<file path="src/rtl/ikbd_host_uart.sv">
// Host-side 8N1 endpoint for the IKBD SCI link: RX deserialiser feeding a
// first-word-fall-through FIFO, plus an independent TX serialiser.
module ikbd_host_uart #(
  parameter int CLKS_PER_BIT = 256,
  parameter int FIFO_DEPTH   = 8,
  parameter int CNT_W        = 4
) (
  input  logic             CLKx2,
  input  logic             RST,
  input  logic             rxd,
  output logic             txd,
  output logic [7:0]       rx_data,
  output logic             rx_valid,
  input  logic             rx_ready,
  output logic [CNT_W-1:0] rx_count,
  input  logic [7:0]       tx_data,
  input  logic             tx_valid,
  output logic             tx_ready,
  output logic             overrun,
  output logic             frame_err,
  input  logic             clr_err
);

  localparam int CW = $clog2(CLKS_PER_BIT);
  localparam int PW = $clog2(FIFO_DEPTH);
  localparam logic [CW-1:0] HALF_M1 = CW'(CLKS_PER_BIT / 2 - 1);
  localparam logic [CW-1:0] FULL_M1 = CW'(CLKS_PER_BIT - 1);
  localparam logic [CW-1:0] CNT_ONE = CW'(1);

  // Synchroniser presets to idle-high so reset never looks like a start edge.
  logic sync1_q, rs_q, rs_prev_q;

  always_ff @(posedge CLKx2) begin
    if (RST) begin
      sync1_q   <= 1'b1;
      rs_q      <= 1'b1;
      rs_prev_q <= 1'b1;
    end else begin
      sync1_q   <= rxd;
      rs_q      <= sync1_q;
      rs_prev_q <= rs_q;
    end
  end

  typedef enum logic [2:0] {
    RX_IDLE, RX_START, RX_DATA, RX_STOP, RX_WAITHI
  } rx_state_e;

  rx_state_e     rx_state_q, rx_state_d;
  logic [CW-1:0] rx_cnt_q, rx_cnt_d;
  logic [2:0]    rx_bit_q, rx_bit_d;
  logic [7:0]    rx_shift_q, rx_shift_d;
  logic          rx_push;
  logic          fe_set;

  always_ff @(posedge CLKx2) begin
    if (RST) begin
      rx_state_q <= RX_IDLE;
      rx_cnt_q   <= '0;
      rx_bit_q   <= '0;
      rx_shift_q <= '0;
    end else begin
      rx_state_q <= rx_state_d;
      rx_cnt_q   <= rx_cnt_d;
      rx_bit_q   <= rx_bit_d;
      rx_shift_q <= rx_shift_d;
    end
  end

  always_comb begin
    rx_state_d = rx_state_q;
    rx_cnt_d   = rx_cnt_q;
    rx_bit_d   = rx_bit_q;
    rx_shift_d = rx_shift_q;
    rx_push    = 1'b0;
    fe_set     = 1'b0;
    case (rx_state_q)
      RX_IDLE: begin
        if (rs_prev_q && !rs_q) begin
          rx_state_d = RX_START;
          rx_cnt_d   = HALF_M1;
        end
      end
      RX_START: begin
        if (rx_cnt_q == '0) begin
          if (!rs_q) begin
            rx_state_d = RX_DATA;
            rx_cnt_d   = FULL_M1;
            rx_bit_d   = 3'd0;
          end else begin
            rx_state_d = RX_IDLE;
          end
        end else begin
          rx_cnt_d = rx_cnt_q - CNT_ONE;
        end
      end
      RX_DATA: begin
        if (rx_cnt_q == '0) begin
          rx_shift_d = {rs_q, rx_shift_q[7:1]};
          rx_cnt_d   = FULL_M1;
          if (rx_bit_q == 3'd7) begin
            rx_state_d = RX_STOP;
          end else begin
            rx_bit_d = rx_bit_q + 3'd1;
          end
        end else begin
          rx_cnt_d = rx_cnt_q - CNT_ONE;
        end
      end
      RX_STOP: begin
        if (rx_cnt_q == '0) begin
          if (rs_q) begin
            rx_push    = 1'b1;
            rx_state_d = RX_IDLE;
          end else begin
            fe_set     = 1'b1;
            rx_state_d = RX_WAITHI;
          end
        end else begin
          rx_cnt_d = rx_cnt_q - CNT_ONE;
        end
      end
      RX_WAITHI: begin
        if (rs_q) begin
          rx_state_d = RX_IDLE;
        end
      end
      default: rx_state_d = RX_IDLE;
    endcase
  end

  logic [7:0]       mem_q [FIFO_DEPTH];
  logic [PW-1:0]    wr_ptr_q, rd_ptr_q;
  logic [CNT_W-1:0] count_q;
  logic             fifo_empty, fifo_full, fifo_pop, fifo_wr, ov_set;

  assign fifo_empty = (count_q == '0);
  assign fifo_full  = (count_q == CNT_W'(FIFO_DEPTH));
  assign fifo_pop   = !fifo_empty && rx_ready;
  // A pop in the same cycle frees the slot, so a full FIFO can still accept.
  assign fifo_wr    = rx_push && (!fifo_full || fifo_pop);
  assign ov_set     = rx_push && fifo_full && !fifo_pop;

  always_ff @(posedge CLKx2) begin
    if (fifo_wr) begin
      mem_q[wr_ptr_q] <= rx_shift_q;
    end
  end

  always_ff @(posedge CLKx2) begin
    if (RST) begin
      wr_ptr_q <= '0;
      rd_ptr_q <= '0;
      count_q  <= '0;
    end else begin
      if (fifo_wr) wr_ptr_q <= wr_ptr_q + PW'(1);
      if (fifo_pop) rd_ptr_q <= rd_ptr_q + PW'(1);
      case ({fifo_wr, fifo_pop})
        2'b10:   count_q <= count_q + CNT_W'(1);
        2'b01:   count_q <= count_q - CNT_W'(1);
        default: count_q <= count_q;
      endcase
    end
  end

  assign rx_valid = !fifo_empty;
  assign rx_data  = fifo_empty ? 8'h00 : mem_q[rd_ptr_q];
  assign rx_count = count_q;

  logic overrun_q, frame_err_q;

  always_ff @(posedge CLKx2) begin
    if (RST) begin
      overrun_q   <= 1'b0;
      frame_err_q <= 1'b0;
    end else begin
      overrun_q   <= ov_set | (overrun_q & ~clr_err);
      frame_err_q <= fe_set | (frame_err_q & ~clr_err);
    end
  end

  assign overrun   = overrun_q;
  assign frame_err = frame_err_q;

  typedef enum logic [1:0] {
    TX_IDLE, TX_START, TX_DATA, TX_STOP
  } tx_state_e;

  tx_state_e     tx_state_q, tx_state_d;
  logic [CW-1:0] tx_cnt_q, tx_cnt_d;
  logic [2:0]    tx_bit_q, tx_bit_d;
  logic [7:0]    tx_shift_q, tx_shift_d;
  logic          txd_q, txd_d;

  always_ff @(posedge CLKx2) begin
    if (RST) begin
      tx_state_q <= TX_IDLE;
      tx_cnt_q   <= '0;
      tx_bit_q   <= '0;
      tx_shift_q <= '0;
      txd_q      <= 1'b1;
    end else begin
      tx_state_q <= tx_state_d;
      tx_cnt_q   <= tx_cnt_d;
      tx_bit_q   <= tx_bit_d;
      tx_shift_q <= tx_shift_d;
      txd_q      <= txd_d;
    end
  end

  // txd is registered, so each line level is loaded one cycle before it shows.
  always_comb begin
    tx_state_d = tx_state_q;
    tx_cnt_d   = tx_cnt_q;
    tx_bit_d   = tx_bit_q;
    tx_shift_d = tx_shift_q;
    txd_d      = txd_q;
    case (tx_state_q)
      TX_IDLE: begin
        txd_d = 1'b1;
        if (tx_valid) begin
          tx_state_d = TX_START;
          tx_shift_d = tx_data;
          tx_cnt_d   = FULL_M1;
          txd_d      = 1'b0;
        end
      end
      TX_START: begin
        if (tx_cnt_q == '0) begin
          tx_state_d = TX_DATA;
          tx_cnt_d   = FULL_M1;
          tx_bit_d   = 3'd0;
          txd_d      = tx_shift_q[0];
        end else begin
          tx_cnt_d = tx_cnt_q - CNT_ONE;
        end
      end
      TX_DATA: begin
        if (tx_cnt_q == '0) begin
          tx_cnt_d = FULL_M1;
          if (tx_bit_q == 3'd7) begin
            tx_state_d = TX_STOP;
            txd_d      = 1'b1;
          end else begin
            tx_bit_d   = tx_bit_q + 3'd1;
            tx_shift_d = {1'b0, tx_shift_q[7:1]};
            txd_d      = tx_shift_q[1];
          end
        end else begin
          tx_cnt_d = tx_cnt_q - CNT_ONE;
        end
      end
      TX_STOP: begin
        if (tx_cnt_q == '0) begin
          tx_state_d = TX_IDLE;
        end else begin
          tx_cnt_d = tx_cnt_q - CNT_ONE;
        end
      end
      default: tx_state_d = TX_IDLE;
    endcase
  end

  assign tx_ready = (tx_state_q == TX_IDLE);
  assign txd      = txd_q;

endmodule

</file>
<file path="config.mk">
export PLATFORM = sky130hd
export DESIGN_NAME = ikbd_host_uart
export DESIGN_NICKNAME = d
export VERILOG_FILES = /design/src/rtl/ikbd_host_uart.sv
export SDC_FILE = /design/constraint.sdc
export NUM_CORES = 1
export LEC_CHECK = 0
export ABC_AREA = 1
export BUFFER_PORTS_ARGS = -buffer_cell sky130_fd_sc_hd__buf_2
export CAP_MARGIN = 30
export CORE_AREA = 4 4 125 127
export DETAILED_ROUTE_END_ITERATION = 8
export DIE_AREA = 0 0 129 131
export GPL_TIMING_DRIVEN = 0
export PLACE_DENSITY_LB_ADDON = 0.2
export SKIP_CTS_REPAIR_TIMING = 1
export SYNTH_ARGS = -nofsm -noshare
export SYNTH_HDL_FRONTEND = slang
export SYNTH_SLANG_ARGS = --single-unit
</file>
<file path="constraint.sdc">
create_clock -name CLKx2 -period 2.58 [get_ports CLKx2]
set_clock_uncertainty 0.2 [all_clocks]
set_input_delay 0.129 -clock CLKx2 [delete_from_list [all_inputs] [get_ports CLKx2]]
set_output_delay 0.129 -clock CLKx2 [all_outputs]
set_load 0.05 [all_outputs]
</file>
* After elaboration in Yosys (flattened, before gate mapping)
Memories as Yosys holds them, arrays and structs flattened. A register that Yosys moved wholly into a read port is not among the register bits.
Index checks and enable logic that the tools add are counted.
** Storage, ports and cells
- Input port bits :: 14
- RAM bits :: 64
- Bits in registers :: 59
- Logic and storage cells :: 146
- Memories :: 1
** Memory list
- mem_q :: depth 8, bits a word 8, read ports 1, clocked after memory_dff 1, wr ports 1, RTL line 132 : logic [7:0] mem_q [FIFO_DEPTH];
** Operators by class
- Reduce and logical (&&, ||, !) cells :: 31
- Equal/unequal tests :: 29
- Multiplexer cells :: 55
- Add/sub/neg operators :: 8
- Bitwise operators :: 5
** Operator list (number)
- 8-bit 2-to-1 mux :: 12
- 3-bit 2-to-1 mux :: 16
- 2-bit != test, second input constant :: 16
- 8-bit case mux with 4 select lines :: 1
- 8-bit case mux with 3 select lines :: 1
- 8-bit zero test :: 2
- 8-bit case mux with 2 select lines :: 1
- 8-bit by 1-bit subtractor with 8-bit output, second input constant :: 2
- 3-bit case mux with 5 select lines :: 1
- 3-bit by 1-bit adder with 3-bit output, second input constant :: 4
- 1-bit 2-to-1 mux :: 12
- 2-bit 2-to-1 mux :: 6
- 3-bit case mux with 2 select lines :: 2
- 4-bit AND reduction :: 3
- 5-bit AND reduction :: 2
- 3-bit equality test, second input constant :: 3
- 2-bit case mux with 4 select lines :: 1
- 4-bit case mux with 2 select lines :: 1
- 2-bit nonzero test :: 4
- 2-bit equality test, second input constant :: 3
- 3-bit by 2-bit equality test with 1-bit output, second input constant :: 2
- 6-bit AND reduction :: 1
- 1-bit logical AND :: 5
- 4-bit by 1-bit adder with 4-bit output, second input constant :: 1
- other kinds (19) :: 26

* Longest topological paths before layout
Gate-level depths: netlist of run 1.
- Depth in word-level cells :: 7
- Mapped depth :: 16
- Gate-level depth less buffers :: 16

* Worst setup path before layout of run 1
OpenSTA, ideal clock, no wires.
- Path kind :: register to register
- From :: reg count_q[2] (netlist: rx_count[2])
- To :: mem mem_q[5][0], enable pin
- Path buffers :: 0
- Setup slack :: 0.049 ns
- Arrival :: 1.948 ns
- Required time :: 1.997 ns
- Cell stages (with the launch flop) :: 9
- Clock period less this slack :: 2.531 ns
- Setup time :: 0.383 ns
- Cells stage by stage :: dfxtp_1 -> inv_1 -> nand2_1 -> nor3_2 -> nor2_4 -> inv_2 -> nor2_4 -> inv_2 -> nor3_1
** Between the ends
- Longest elaborated chain between the ends :: 7
- Elaborated cells on any way between the ends :: 9
- Those cells by class :: 1 x eq/ne; 2 x mux; 6 x reduce/logical
** Ends and longest elaborated chain
- start: declaration :: RTL line 134 : logic [CNT_W-1:0] count_q;
- start signal: assignment :: RTL line 159 : 2'b10: count_q <= count_q + CNT_W'(1);
- start signal: assignment :: RTL line 160 : 2'b01: count_q <= count_q - CNT_W'(1);
- start signal: assignment :: RTL line 161 : default: count_q <= count_q;
- 4-bit zero test :: RTL line 137 : assign fifo_empty = (count_q == '0);
- 1-bit zero test :: RTL line 139 : assign fifo_pop = !fifo_empty && rx_ready;
- 1-bit logical AND :: RTL line 139
- 1-bit logical OR * :: RTL line 141 : assign fifo_wr = rx_push && (!fifo_full || fifo_pop);
- 1-bit logical AND * :: RTL line 141
- 1-bit 2-to-1 mux * :: RTL line 145 : if (fifo_wr) begin
- 1-bit 2-to-1 mux (implied by the code) * :: RTL line 146 : mem_q[wr_ptr_q] <= rx_shift_q;
- end: declaration :: RTL line 132
Mark *: on every way between the ends. The rest lies on a longest branch, timed or not.

==> flow_metrics.env, run 1 <==
export IMPL_wl_um=12800
export IMPL_clock_insertion_delay_at_the_later_pin_of_the_skew_report_ns=0.41
export IMPL_tritoncts="built"
export IMPL_cp_end_kind="output pin"
export IMPL_initial_utilization=0.396
export IMPL_dp_final_hpwl_um=9060
export IMPL_route_detailed_wl_per_inst_um=14.3
export IMPL_synth_top_cell_area_share=0.337
export IMPL_violations_in_the_final_reports="hold timing"
export IMPL_initial_detailed_routing_violation_count=239
export IMPL_worst_setup_hold_path_clk_slew_ns=0.05
export IMPL_hold_class="in -> reg"
export IMPL_comb_power_share=0.384
export IMPL_cell_taking_the_most_area_after_synthesis="edfxtp_1"
export IMPL_gr_usage_all_layers=0.159
export IMPL_yosys_warnings=0
export IMPL_first_pass_grt_wire_length_um=20900
export IMPL_layout_setup_ws_ns=0.116
export IMPL_die_width_um=129
export IMPL_static_leakage_power_nw=2.78
export IMPL_power_report_internal_total_mw=4.73
export IMPL_floorplan_die_area_sq_um=16900
export IMPL_clock_sinks=126
export IMPL_arrival_ns=2.14
export IMPL_drcViolationCount=0
export IMPL_layout_area_seq_sq_um=3160
export IMPL_first_global_vias=4351
export IMPL_post_route_cells_drive_above_1_share=0.166
export IMPL_syn_nets=656
export IMPL_core_area_sq_um=14400
export IMPL_num_fill_cells=1362
export IMPL_vias=4508
export IMPL_slew_headroom=0.623
export IMPL_synth_top_cells_by_area="edfxtp_1 34%, dfxtp_1 22%, nor2_1 6.8%"
export IMPL_maxCapViolCount=0
export IMPL_placement_rows=44
export IMPL_powerDensity_nw_per_um2=1150
export IMPL_root_buffer="clkbuf_16"
export IMPL_timing_worst_slew_pin_value_ns=0.565
export IMPL_initial_antenna_violation_count=0
export IMPL_cts_htree_levels=4
export IMPL_ff2ff_setup_slack_ns=0.12
export IMPL_areaGrowthSynthToFinish_pct=20.8
export IMPL_pwr_share_seq=0.333
export IMPL_postSynthCellCount=628
export IMPL_worstPathMaxFanout=10
export IMPL_via_per_inst=5.03
export IMPL_top_level_ports=31
export IMPL_mapped_cell_area_sq_um=5710
export IMPL_worst_endpoint_required_ns=2.25
export IMPL_run_status="complete, but fails checks"
export IMPL_drv_slew=0
export IMPL_timing_worst_setup_path_type="reg -> out"
export IMPL_netSwitchingFraction=0.406
export IMPL_cts_root_to_sink_buffers=2
export IMPL_fmaxAchievable_ghz=0.406
export IMPL_largest_net_degree_at_the_start_of_global_routing=17
export IMPL_gpl_wtd_cong=0.820
export IMPL_fp_dieH_um=131
export IMPL_p_sw_mw=3.23
export IMPL_grt_remaining_overflow=0
export IMPL_synth_cell_type_count=39
export IMPL_finalSetupTns_ns=0
export IMPL_io_buffers=30
export IMPL_fin_nets=727
export IMPL_p_clk_frac=0.283
export IMPL_timing_final_crit_share=0.955
export IMPL_yosys_register_bits=126
export IMPL_cts_buf_count=17
export IMPL_dpl_worst_slack_ns=-0.107
export IMPL_holdWs_ns=-0.0176
export IMPL_period_minus_slack_ns=2.46
export IMPL_report_final_hold_viol_count=4
export IMPL_drt_pass1_iter_count=4
export IMPL_antenna_violating_nets_post_route=0
export IMPL_unrepaired_setup_endpoints_after_global_routing="true"
export IMPL_synth_yosys_seq_area_share=0.554
export IMPL_antenna_cells=0
export IMPL_multiInputGateArea_sq_um=2290
export IMPL_setup_viol_count_final=0
export IMPL_power_ir_vdd_worst_uv=809
export IMPL_synthesis_area_per_instance_sq_um=9.09
export IMPL_critical_path_startpoint_type="flop"
==> cells in the mapped netlist <==
cell       count
buf_1          1
xor2_1         7
o21ai_1        5
nand3_1       15
o21ai_0       71
a21oi_1       38
nand2_1       89
or2_2          2
inv_2          4
and3_1         1
a21oi_2        2
o211ai_2       1
o211ai_1       1
nand2_4        2
edfxtp_1      64
clkbuf_1      13
nor2_4         4
nand3_4        2
dfxtp_1       62
o21ai_2        2
o2111ai_1      8
nor2_1       104
inv_1         53
nor2_2         4
nand4_1        4
ha_1          14
nand2_2        6
a211oi_1       4
nor3_1        12
nand3_2        4
o22ai_1        8
nor3_2         1
nand3b_1       1
clkinv_1       1
inv_4          2
buf_2          2
nor2_8         1
nor3_4         1
a31oi_1       12
==> cell families after synthesis <==
family,after synthesis,share of synthesized area
flops,126,0.554
fa+ha+maj,14,0.0307
compound gates,152,0.149
xor+xnor,7,0.0107
buf+inv,76,0.0513
simple gates,253,0.204
==> worst paths after layout <==
check | from | endpoint | depth (start not counted)
setup reg to reg | rx_cnt_q[0] | mem_q[1][5] | 11
setup / recovery | flop | rx_data[5] | 6
hold / removal | rx_ready | rd_ptr_q[0] | 4
hold reg to reg | sync1_q | rs_q | 1
==> metal layers <==
metal	routed length, um	global-route usage
met1	5650	0.195
met2	6320	0.262
met3	563	0.0431
met4	295	0.0735
met5	0	0
==> state kept, by name (all words and copies together), names as in the netlist, 2 cells and up, named ones only <==
| signal | count |
|---|---|
| mem_q | 64 |
| rd_ptr_q | 3 |
| rx_bit_q | 3 |
| rx_cnt_q | 8 |
| rx_count | 4 |
| rx_shift_q | 8 |
| rx_state_q | 3 |
| tx_bit_q | 3 |
| tx_cnt_q | 8 |
| tx_shift_q | 8 |
| tx_state_q | 2 |
| wr_ptr_q | 3 |
==> cell usage in the layout, fill, tap and decap left out, drive strengths merged <==
cell / instances
nor2: 113
nand2: 97
o21ai: 78
edfxtp: 64
dfxtp: 62
inv: 59
a21oi: 40
buf: 39
clkbuf: 36
nand3: 21
ha: 14
dlygate4sd3: 14
nor3: 14
a31oi: 12
o22ai: 8
o2111ai: 8
xor2: 7
clkinv: 7
nand4: 4
a211oi: 4
clkinvlp: 3
or2: 2
bufinv: 2
o211ai: 2
and3: 1
nand3b: 1
==> metrics by stage <==
step / util / cell area (sq um) / hold slack (ns) / std cells / power, mW
floorplan: - / 5710 / 0.0328 / 628 / 4.97
global placement: 0.422 / 6090 / 0.113 / 842 / 5.64
detailed placement: 0.426 / 6140 / 0.119 / 850 / 5.70
CTS: 0.465 / 6700 / -0.317 / 882 / 7.97
global route: 0.478 / 6890 / 0.00479 / 896 / 8.50
finish: 0.478 / 6890 / -0.0176 / 896 / 7.96
==> worst max-delay path: stages (launching register included) <==
cell      delay (ns)
dfxtp_1         0.47
clkbuf_2        0.31
o21ai_0         0.13
o22ai_1         0.18
o21ai_0         0.16
a31oi_1         0.21
clkbuf_4        0.26
==> final cells by class <==
class	count	area share
repair buffers	52	0.0505
well taps	184	0.0334
clock buffers	21	0.0639
flip-flops and latches	126	0.459
plain buffers	16	0.0107
clock inverters	11	0.0173
multi-input cells	426	0.332
inverters	60	0.0334
==> power by group through the flow <==
stage               clock [mW]  combinational, mW  sequential [mW]
global placement             0               2.96             2.68
global route              2.39               3.41             2.69
floorplan                    0               2.26             2.71
detailed placement           0               3.01             2.69
finish                    2.25               3.05             2.65
CTS                       2.29               3.02             2.65
Note: power is estimated with default switching activity, not from simulation.
==> run 2, diff against run 1 <==
Settings changed: ABC_AREA 1 to unset.
==> run 2 against run 1 <==
Compared with the run above: the run still ends with hold timing left; clock-buffer cell count fell by 4; die area did not move; critical path depth is 2 higher; synthesized cell count shrank 20%; first-iteration DRC count rose by 9.6%; fmax up 0.45%; worst hold slack worse by 0.013 ns; critical endpoint is now mem_q[6][2]; largest cell class unchanged.
==> flow_metrics.env, run 2 <==
export IMPL_route_met3_wl_um=304
export IMPL_synth_cells_most_frequent="64 x edfxtp_1, 62 x dfxtp_1, 55 x nor2_1, 37 x a21oi_1, 36 x nand2_1"
export IMPL_io_buffers=28
export IMPL_setup_viol_count_final=0
export IMPL_clock_insertion_delay_at_the_later_pin_of_the_skew_report_ns=0.42
export IMPL_syn_nets=531
export IMPL_cp_end_kind="flop"
export IMPL_core_area_sq_um=14400
export IMPL_synth_async_reset_ratio=0
export IMPL_root_buffer="clkbuf_16"
export IMPL_worstPathMaxFanout=8
export IMPL_initial_detailed_routing_violation_count=262
export IMPL_worst_endpoint_required_ns=2.44
export IMPL_mapped_cell_area_sq_um=5740
export IMPL_placement_rows=44
export IMPL_yosys_warnings=0
export IMPL_route_detailed_wl_per_inst_um=16.2
export IMPL_die_width_um=129
export IMPL_hold_class="in -> reg"
export IMPL_powerDensity_nw_per_um2=1090
export IMPL_maxUsedRoutingLayer="met4"
export IMPL_vias=4094
export IMPL_yosys_register_bits=126
export IMPL_synth_top_cells_by_area="edfxtp_1 34%, dfxtp_1 22%, mux4_2 6.3%"
export IMPL_routed_length_on_met1_um=5700
export IMPL_wl_um=12300
export IMPL_drv_slew=0
export IMPL_slew_headroom=0.570
export IMPL_violations_in_the_final_reports="hold timing"
export IMPL_gr_usage_all_layers=0.155
export IMPL_fp_dieH_um=131
export IMPL_drt_pass1_iter_count=4
export IMPL_regMostFlops="mem_q"
export IMPL_via_per_inst=5.39
export IMPL_synth_top_cell_area_share=0.335
export IMPL_cts_htree_levels=4
export IMPL_clock_sinks=126
export IMPL_post_route_cells_drive_above_1_share=0.238
export IMPL_run_status="complete, but fails checks"
export IMPL_timing_final_crit_share=0.951
export IMPL_antenna_cells=0
export IMPL_cell_taking_the_most_area_after_synthesis="edfxtp_1"
export IMPL_drcViolationCount=0
export IMPL_dpl_worst_slack_ns=-0.203
export IMPL_first_pass_grt_wire_length_um=20300
export IMPL_final_common_cell="edfxtp_1"
export IMPL_arrival_ns=2.31
export IMPL_finalSetupTns_ns=0
export IMPL_fmaxAchievable_ghz=0.408
export IMPL_final_cell_mix="64 x edfxtp_1, 56 x dfxtp_1, 48 x nor2_1"
export IMPL_layout_setup_ws_ns=0.127
export IMPL_num_fill_cells=1330
export IMPL_floorplan_die_area_sq_um=16900
export IMPL_report_final_hold_viol_count=5
export IMPL_first_global_vias=4015
export IMPL_dp_final_hpwl_um=8670
export IMPL_holdWs_ns=-0.0306
export IMPL_r2r_worst_path_cells=8
export IMPL_gpl_wtd_cong=0.822
export IMPL_areaGrowthSynthToFinish_pct=20.6
export IMPL_grt_remaining_overflow=0
export IMPL_synth_cell_type_count=63
export IMPL_layout_area_seq_sq_um=3180
export IMPL_fin_nets=591
export IMPL_worst_setup_hold_path_clk_slew_ns=0.06
export IMPL_power_ir_vdd_worst_uv=551
export IMPL_largest_register_ffs=64
export IMPL_timing_worst_setup_path_type="reg -> reg"
export IMPL_synth_most_common_cell="edfxtp_1"
export IMPL_cts_root_to_sink_buffers=2
export IMPL_timing_hold_worst_path_depth=3
export IMPL_multiInputGateArea_sq_um=2420
export IMPL_initial_utilization=0.398
export IMPL_period_minus_slack_ns=2.45
export IMPL_maxCapViolCount=0
export IMPL_initial_antenna_violation_count=0
export IMPL_tritoncts="built"
export IMPL_largest_net_degree_at_the_start_of_global_routing=17
export IMPL_cts_buf_count=17
export IMPL_static_leakage_power_nw=2.46
export IMPL_synth_enable_flop_cells=64
export IMPL_antenna_violating_nets_post_route=0
export IMPL_yosys_most_used_dff="edfxtp_1"
export IMPL_postSynthCellCount=503
export IMPL_met2_wirelength_um=6120
export IMPL_finish_utilization=0.480
export IMPL_top_level_ports=31
export IMPL_timing_worst_slew_pin_value_ns=0.646
export IMPL_synthesis_area_per_instance_sq_um=11.4
export IMPL_critical_path_startpoint_type="flop"
export IMPL_synth_yosys_seq_area_share=0.551
run 2: cell count changes in the layout (fill, tap and decap cells not counted), sizes merged, moves of 8 or more:
cell	change
nand2	-60
o21ai	-58
nor2	-57
inv	-38
mux4	+16
mux2i	+13
nand2b	+12
o2111ai	-8
run 2: logic make-up (layout without fill, tap and decap cells):
logic type	Yosys count	after routing	synth area share
AOI/OAI and AO/OA	110	110	0.127
xor gates and xnor gates	5	5	0.00763
adders and majority gates	15	15	0.0323
buffers and inverters	42	115	0.0347
DFF	126	126	0.551
muxes	32	32	0.0914
and+or+nand+nor	173	173	0.156
run 2: final timing paths:
check	slack [ns]	end	from
max	0.13	mem_q[6][2]	rx_cnt_q[0]
min	-0.03	rx_count[0]	RST
max reg2reg	0.13	mem_q[6][2]	rx_cnt_q[0]
min reg2reg	0.21	rs_q	sync1_q
run 2: layout make-up:
class	count	area share
Sequential cell	126	0.459
Multi-Input combinational cell	335	0.351
Clock buffer	17	0.0615
Timing Repair Buffer	43	0.0391
Tap cell	184	0.0333
Clock inverter	15	0.0271
Buffer	22	0.0194
Inverter	18	0.0101
run 2: per-layer routing:
metal	up-vias	GRT usage
li1	2013	-
met1	2016	0.194
met2	47	0.258
met3	18	0.0366
met4	0	0.0618
met5	-	0
run 2: critical path: stages (launching register included):
cell	delay, ns
dfxtp_4	0.35
inv_2	0.07
ha_2	0.18
and3b_1	0.15
and4_4	0.25
buf_4	0.12
nand2_1	0.07
or2_4	0.28
nor2_2	0.41
run 2: where the power goes:
part / switching, mW / total, mW / internal (mW)
registers: 0.231 / 2.54 / 2.31
clock network: 0.914 / 2.45 / 1.53
logic: 1.55 / 2.54 / 0.988
total: 2.70 / 7.52 / 4.83
run 2: metrics by stage:
stage	area (sq um)	power (mW)	instances
final	6920	7.52	760
after global routing	6920	7.96	760
after CTS	6730	7.46	748
after detailed placement	6120	5.00	716
after global placement	6110	4.95	715
after floorplan	5740	4.45	503
